## src/rtl/tblink_rpc_invoke_arb.sv

```systemverilog
// Shares one RPC invoke channel among N_REQ BFM requesters: round-robin request
// arbitration into a single output slot, with tag-routed responses for blocking invokes.
module tblink_rpc_invoke_arb #(
    parameter int N_REQ     = 4,
    parameter int METHOD_W  = 16,
    parameter int DATA_W    = 64,
    parameter int MAX_OUTST = 4,
    parameter int TAG_W     = $clog2(N_REQ)
) (
    input  logic                           clock,
    input  logic                           reset,
    input  logic [N_REQ-1:0]               req_valid,
    output logic [N_REQ-1:0]               req_ready,
    input  logic [N_REQ-1:0]               req_blocking,
    input  logic [N_REQ*METHOD_W-1:0]      req_method,
    input  logic [N_REQ*DATA_W-1:0]        req_data,
    output logic                           ch_req_valid,
    input  logic                           ch_req_ready,
    output logic [METHOD_W-1:0]            ch_req_method,
    output logic                           ch_req_blocking,
    output logic [TAG_W-1:0]               ch_req_tag,
    output logic [DATA_W-1:0]              ch_req_data,
    input  logic                           ch_rsp_valid,
    output logic                           ch_rsp_ready,
    input  logic [TAG_W-1:0]               ch_rsp_tag,
    input  logic [DATA_W-1:0]              ch_rsp_data,
    output logic [N_REQ-1:0]               rsp_valid,
    input  logic [N_REQ-1:0]               rsp_ready,
    output logic [DATA_W-1:0]              rsp_data,
    output logic [N_REQ-1:0]               busy,
    output logic [$clog2(MAX_OUTST+1)-1:0] outst_cnt,
    output logic                           err_unexp_rsp
);
    localparam int CNT_W = $clog2(MAX_OUTST+1);
    localparam int TAG_N = 1 << TAG_W;

    function automatic logic [TAG_W-1:0] next_idx(input logic [TAG_W-1:0] idx);
        next_idx = (int'(idx) == N_REQ-1) ? '0 : idx + TAG_W'(1);
    endfunction

    logic                vld_q, vld_d;
    logic [METHOD_W-1:0] method_q;
    logic                blk_q;
    logic [TAG_W-1:0]    tag_q;
    logic [DATA_W-1:0]   data_q;
    logic [N_REQ-1:0]    busy_q, busy_d;
    logic [CNT_W-1:0]    cnt_q, cnt_d;
    logic                err_q, err_d;
    logic [TAG_W-1:0]    rr_q, rr_d;

    logic [N_REQ-1:0]    elig;
    logic                room, slot_free, gnt_vld, cap, cap_blk;
    logic [TAG_W-1:0]    gnt_idx, idx;
    logic [TAG_N-1:0]    busy_ext, rdy_ext;
    logic                rsp_hit, rsp_rel;

    assign room      = (cnt_q < CNT_W'(MAX_OUTST));
    assign slot_free = ~vld_q | ch_req_ready;

    always_comb begin
        for (int i = 0; i < N_REQ; i++) begin
            elig[i] = req_valid[i] & ~busy_q[i] & (~req_blocking[i] | room);
        end
    end

    // Search from the round-robin pointer, wrapping at N_REQ.
    always_comb begin
        gnt_vld = 1'b0;
        gnt_idx = '0;
        idx     = rr_q;
        for (int k = 0; k < N_REQ; k++) begin
            if (!gnt_vld && elig[idx]) begin
                gnt_vld = 1'b1;
                gnt_idx = idx;
            end
            idx = next_idx(idx);
        end
    end

    assign cap     = slot_free & gnt_vld & ~reset;
    assign cap_blk = cap & req_blocking[gnt_idx];

    always_comb begin
        req_ready = '0;
        if (cap) req_ready[gnt_idx] = 1'b1;
    end

    // Pad to the full tag space so out-of-range tags read as not busy.
    always_comb begin
        busy_ext = '0;
        rdy_ext  = '0;
        busy_ext[N_REQ-1:0] = busy_q;
        rdy_ext[N_REQ-1:0]  = rsp_ready;
    end

    assign rsp_hit      = busy_ext[ch_rsp_tag];
    assign ch_rsp_ready = rsp_hit ? rdy_ext[ch_rsp_tag] : 1'b1;
    assign rsp_rel      = ch_rsp_valid & rsp_hit & ch_rsp_ready;
    assign rsp_data     = ch_rsp_data;

    always_comb begin
        for (int i = 0; i < N_REQ; i++) begin
            rsp_valid[i] = ch_rsp_valid & rsp_hit & (ch_rsp_tag == TAG_W'(i));
        end
    end

    always_comb begin
        busy_d = busy_q;
        for (int i = 0; i < N_REQ; i++) begin
            if (cap_blk && gnt_idx == TAG_W'(i)) busy_d[i] = 1'b1;
            if (rsp_rel && ch_rsp_tag == TAG_W'(i)) busy_d[i] = 1'b0;
        end
        cnt_d = cnt_q;
        case ({cap_blk, rsp_rel})
            2'b10:   cnt_d = cnt_q + CNT_W'(1);
            2'b01:   cnt_d = cnt_q - CNT_W'(1);
            default: cnt_d = cnt_q;
        endcase
        vld_d = cap ? 1'b1 : (ch_req_ready ? 1'b0 : vld_q);
        rr_d  = cap ? next_idx(gnt_idx) : rr_q;
        err_d = ch_rsp_valid & ~rsp_hit;
    end

    always_ff @(posedge clock) begin
        if (reset) begin
            vld_q  <= 1'b0;
            busy_q <= '0;
            cnt_q  <= '0;
            err_q  <= 1'b0;
            rr_q   <= '0;
        end else begin
            vld_q  <= vld_d;
            busy_q <= busy_d;
            cnt_q  <= cnt_d;
            err_q  <= err_d;
            rr_q   <= rr_d;
        end
    end

    // Payload slot: loaded on capture only, otherwise held for the bridge.
    always_ff @(posedge clock) begin
        if (cap) begin
            method_q <= req_method[gnt_idx*METHOD_W +: METHOD_W];
            data_q   <= req_data[gnt_idx*DATA_W +: DATA_W];
            blk_q    <= req_blocking[gnt_idx];
            tag_q    <= gnt_idx;
        end
    end

    assign ch_req_valid    = vld_q;
    assign ch_req_method   = method_q;
    assign ch_req_blocking = blk_q;
    assign ch_req_tag      = tag_q;
    assign ch_req_data     = data_q;
    assign busy            = busy_q;
    assign outst_cnt       = cnt_q;
    assign err_unexp_rsp   = err_q;

endmodule

```

## config.mk

```make
export PLATFORM = sky130hd
export DESIGN_NAME = tblink_rpc_invoke_arb
export DESIGN_NICKNAME = d
export VERILOG_FILES = /design/src/rtl/tblink_rpc_invoke_arb.sv
export SDC_FILE = /design/constraint.sdc
export NUM_CORES = 1
export LEC_CHECK = 0
export CAP_MARGIN = 40
export CORE_AREA = 2 2 218 220
export DETAILED_ROUTE_END_ITERATION = 10
export DIE_AREA = 0 0 220 222
export GPL_ROUTABILITY_DRIVEN = 0
export PLACE_DENSITY = 0.45
export SYNTH_ARGS = -nofsm -noshare
export SYNTH_HDL_FRONTEND = slang
export SYNTH_SLANG_ARGS = --single-unit
```

## constraint.sdc

```tcl
create_clock -name clock -period 7.4 [get_ports clock]
set_input_delay 1.85 -clock clock [delete_from_list [all_inputs] [get_ports clock]]
set_output_delay 1.85 -clock clock [all_outputs]
set_load 0.02 [all_outputs]
```

Word level (Yosys, flattened, before mapping)
Cells that the tools add are included.
{"block": "word_totals", "reg_bits": 94, "inputBits": 402, "word_cells": 130}
{"block": "op_classes", "addsub": 6, "order_cmp": 8, "eq_ne": 12, "n_shift": 2, "n_mux": 33, "bitwise": 34, "reduce_logical": 23}
{"op": "256-bit by 9-bit indexed part select with 64-bit output", "n": 1}
{"op": "64-bit by 7-bit indexed part select with 16-bit output", "n": 1}
{"op": "1-bit bitwise AND", "n": 18}
{"op": "2-bit by 3-bit less-than comparator with 1-bit output, second input constant", "n": 6}
{"op": "2-bit 2-to-1 mux", "n": 8}
{"op": "1-bit 2-to-1 mux", "n": 15}
{"op": "1-bit binary-select mux with 2-bit select", "n": 7}
{"op": "2-bit by 1-bit == test with 1-bit output, second input constant", "n": 7}
{"op": "1-bit logical AND", "n": 12}
{"op": "1-bit inverter", "n": 11}
{"op": "2-bit == test, second input constant", "n": 5}
{"op": "2-bit by 1-bit adder with 2-bit output, second input constant", "n": 4}
{"op": "2-bit OR reduction", "n": 4}
{"op": "3-bit one-hot mux with 2 select lines", "n": 1}
{"op": "1-bit bitwise OR", "n": 5}
{"op": "2-bit logical NOT", "n": 2}
{"op": "4-bit 2-to-1 mux", "n": 1}
{"op": "2-bit nonzero test", "n": 2}
{"op": "3-bit by 1-bit adder with 3-bit output, second input constant", "n": 1}
{"op": "1-bit logical NOT", "n": 3}
{"op": "3-bit less-than comparator, second input constant", "n": 1}
{"op": "3-bit by 1-bit subtractor with 3-bit output, second input constant", "n": 1}
{"op": "1-bit demux with 2-bit select", "n": 1}
{"op": "2-bit by 1-bit greater-or-equal comparator with 1-bit output, second input constant", "n": 1}

Longest topological paths before layout
{"block": "depth", "depth_word": 20, "ltp_mapped": 15, "depth_no_buf": 14}

Least setup slack after synthesis
Ideal clock, no wire load.
{"block": "synth_timing", "path_kind": "input -> output", "from": "in req_valid[0]", "to": "out req_ready[0]", "arrival_time_ns": 5.816, "path_slack_ns": -0.266, "path_stages": 7, "path_cell_list": "nor2b_1 > nand2_1 > o31ai_2 > a211oi_1 > nor3b_1 > clkbuf_1 > and2_1"}
{"block": "synth_between", "word_cells_on_any_way": 32, "cone_classes": "order compare: 2; mux: 19; bitwise: 4; reduce/logical: 7"}
{"item": "start: declaration", "line": "12", "text": "input logic [N_REQ-1:0] req_valid,"}
{"item": "1-bit bitwise AND (*) (2 in series)", "line": "62", "text": "elig[i] = req_valid[i] & ~busy_q[i] & (~req_blocking[i] | room);"}
{"item": "1-bit binary-select mux with 2-bit select", "line": "72", "text": "if (!gnt_vld && elig[idx]) begin"}
{"item": "1-bit 2-to-1 mux (implied by the code)", "line": "72"}
{"item": "1-bit 2-to-1 mux", "line": "72"}
{"item": "1-bit logical NOT", "line": "72"}
{"item": "1-bit logical AND", "line": "72"}
{"item": "1-bit 2-to-1 mux", "line": "72"}
{"item": "1-bit logical NOT", "line": "72"}
{"item": "1-bit logical AND", "line": "72"}
{"item": "1-bit 2-to-1 mux", "line": "72"}
{"item": "1-bit logical NOT", "line": "72"}
{"item": "1-bit logical AND", "line": "72"}
{"item": "1-bit 2-to-1 mux (*)", "line": "72"}
{"item": "1-bit bitwise AND (*) (2 in series)", "line": "80", "text": "assign cap = slot_free & gnt_vld & ~reset;"}
{"item": "via cap", "line": "52", "text": "logic room, slot_free, gnt_vld, cap, cap_blk;"}
{"item": "4-bit 2-to-1 mux (*)", "line": "85", "text": "if (cap) req_ready[gnt_idx] = 1'b1;"}
{"item": "end: declaration", "line": "13", "text": "output logic [N_REQ-1:0] req_ready,"}
Mark *: on every way through the listed nets, which the timed path passes. The rest lies on a longest branch. The select of a mux whose other input is x is not followed.

Worst setup path in the final report
{"block": "layout_timing", "from": "in req_valid[3]", "to": "out req_ready[3]"}
{"block": "layout_between", "elab_chain_cells": 19, "word_cells_on_any_way": 32, "cone_classes": "order compare: 2; mux: 19; bitwise: 4; reduce/logical: 7"}
{"item": "1-bit bitwise AND (*) (2 in series)", "line": "62"}
{"item": "1-bit binary-select mux with 2-bit select", "line": "72"}
{"item": "1-bit 2-to-1 mux (implied by the code)", "line": "72"}
{"item": "1-bit 2-to-1 mux", "line": "72"}
{"item": "1-bit logical NOT", "line": "72"}
{"item": "1-bit logical AND", "line": "72"}
{"item": "1-bit 2-to-1 mux", "line": "72"}
{"item": "1-bit logical NOT", "line": "72"}
{"item": "(+3 left out)"}
{"item": "1-bit logical AND", "line": "72"}
{"item": "2-bit 2-to-1 mux (*)", "line": "72"}
{"item": "via gnt_idx[0]", "line": "53", "text": "logic [TAG_W-1:0] gnt_idx, idx;"}
{"item": "2-bit by 3-bit less-than comparator with 1-bit output (implied by the code) / 2-bit by 1-bit greater-or-equal comparator with 1-bit output (equally long branches)", "line": "85"}
{"item": "1-bit logical AND (implied by the code)", "line": "85"}
{"item": "1-bit 2-to-1 mux (implied by the code)", "line": "85"}
{"item": "1-bit demux with 2-bit select (*)", "line": "85"}
{"item": "4-bit 2-to-1 mux (*)", "line": "85"}
Marks and branches as above.

==> metrics.txt <==
Root Buffer=clkbuf_16; NetSw=approximately 1900 uW; fin crit share=0.922; switching share of total power=0.407; P per Cell Area=401 nW/um2; largest net degree at the start of global routing=54; later-pin clock latency in the skew report=around 370 ps; Max Clock Freq=~0.15 GHz; VDD IR max=0.000217 V; CTS Sinks=94; port bufs=438; Multi-input gate area=approximately 3200 um2; slew margin rel.=0.407; WP data arrival=4970 ps; Total Routed Length=25.5 mm; ys async rst share=0; Max Clock Skew=roughly 7.5 ps; fin worst setup slack=577 ps; Synth Register Bits=between 90 and 100; status=completed; initial core utilization=0.142; share of cells above drive strength 1=0.0418; final setup vio count=0; GRT overflow=0; CP endpoint kind=output port; commonest non-fill, non-tap cell in the layout=clkdlybuf4s50_1; antenna violations before repair=0; Comb power frac=0.654; HPWL Detailed=approximately 21 mm; YS warnings=0; Iter 0 DRT Violations=slightly below 200; total core area=roughly 46000 um2; post-synthesis net count=roughly 950; area grow syn2layout=74.6%; GRT Util Overall=0.0998; Worst-path clk slew=70 ps; required time worst endpoint=5550 ps; top cells by area, synth=edfxtp_1 (38%), mux2i_1 (37%), buf_4 (9.9%); Avg Vias per Cell=around 3.7; Post-synth EDFFs=83; WL per Instance=16.8 um; drt drc=0; Die ar.=about 49000 um2; TritonCTS clock tree=yes; row count=~80; final hold violations=0; vias in the first global route=5880; antenna viol nets, final=0; Main synth FF type=edfxtp_1; die extent in y=222 um; Vias=roughly 5700; Hold Crit Class=reg2reg; Mapped Cells=around 540; Pint=roughly 2700 uW; sequential area share after synthesis=0.413; Mapped Area=approximately 6600 um2; unrepaired setup endpoints after global routing=no; first-pass GRT wire length=roughly 36 mm; Final Net Count=roughly 1300; H-tree Lvls=3; Hold Buf Count CTS=0; share of the synthesized area in the top cell type=0.379; # fillers=a little under 5000; Tmin final=between 6000 and 7000 ps; setup_tns=0 ps; Clk pwr share=0.116; post-CTS setup buffers=0; most frequent cells in the layout=clkdlybuf4s50_1 (438), mux2i_1 (240), edfxtp_1 (83), nand2_1 (15); Leak=0.00457 uW; Yosys cell types=a little over 40; sequential standard cell area=about 2700 um2; cell taking the most area after synthesis=edfxtp_1; # IOs=567; total CTS buffers=9; Die X=roughly 220 um; clk buf depth=2; Setup crit start kind=input pin; number of max-cap violations=0; DRT Pass-1 Iters=5; worst setup path class=in2out; ant diodes=0; measured slew at the worst slew-check pin=between 800 and 900 ps; cts repair resizes=0; DP Worst Slack=just over 600 ps; register share of total power=0.230; Crit Path Max Fanout=12; Final Max Tran Viols=0; Syn Area/Cell=approximately 12 um2
==> flip-flops by register name (all words and copies together) (netlist names) <==
name,cells
busy,4
ch_req_blocking,1
ch_req_data,64
ch_req_method,16
ch_req_tag,2
ch_req_valid,1
err_unexp_rsp,1
outst_cnt,3
rr_q,2
==> Yosys cell counts (all sizes together) (5+ instances only) <==
cell type	n
and2	6
inv	9
dfxtp	11
and3	6
buf	90
mux2i	240
a21oi	5
clkbuf	5
nand2	15
a31oi	6
nor2	5
o21ai	7
edfxtp	83
ha	6
a211oi	6
==> stage by stage <==
stage	power [uW]	area (um2)	hold slack [ps]	instances	utilization
6_report	4600	11500	524	1517	0.248
3_3_place_gp	4130	11100	509	1500	0.241
3_5_place_dp	4160	11200	513	1501	0.241
5_1_grt	4920	11500	565	1517	0.248
4_1_cts	4730	11500	529	1517	0.248
2_1_floorplan	3150	6580	509	539	-
==> cell families (layout without fill, tap and decap cells) <==
logic type | Yosys count | after routing | synth area share
AOI/OAI and AO/OA | 35 | 35 | 0.0388
xor gates and xnor gates | 2 | 2 | 0.00267
adders and majority gates | 7 | 7 | 0.0145
buffers and inverters | 104 | 475 | 0.111
DFF | 94 | 94 | 0.413
muxes | 243 | 243 | 0.376
and+or+nand+nor | 54 | 54 | 0.0449
==> layout make-up <==
cell class	instances	area share
clock buffers	10	0.0199
clock inverters	6	0.00763
inverters	9	0.00294
multi-input cells	341	0.275
flip-flops and latches	94	0.236
well taps	607	0.0662
repair buffers	450	0.392
==> critical path: stages <==
cell	delay, ps
clkdlybuf4s50_1	450
nor2b_1	470
nand4_1	230
o21ai_0	240
nor2_1	140
a31oi_4	460
inv_1	170
ha_1	250
and2_1	140
clkdlybuf4s50_1	550
==> path summary, 6_finish.rpt <==
kind | cells past startpoint | end | slack [ps] | from
min reg2reg | 2 | outst_cnt[1] | 520 | outst_cnt[1]
max reg2reg | 14 | outst_cnt[2] | 2880 | busy[3]
min | 2 | outst_cnt[1] | 520 | outst_cnt[1]
max | 10 | req_ready[3] | 580 | req_valid[3]
==> routing by layer <==
| metal | GRT usage | vias up | routed length, um |
|---|---|---|---|
| met5 | 0 | - | 0 |
| li1 | - | 2692 | - |
| met4 | 0.0546 | 0 | 876 |
| met1 | 0.0992 | 2612 | 8990 |
| met2 | 0.185 | 303 | 13300 |
| met3 | 0.0274 | 53 | 2330 |
==> power by group through the flow <==
stage	registers [uW]	clock network (uW)	logic [uW]
floorplan	1360	0	1790
global placement	1070	0	3060
detailed placement	1070	0	3080
CTS	1060	575	3090
global route	1080	587	3250
finish	1060	535	3010
Power figures use the tool's default switching activity.
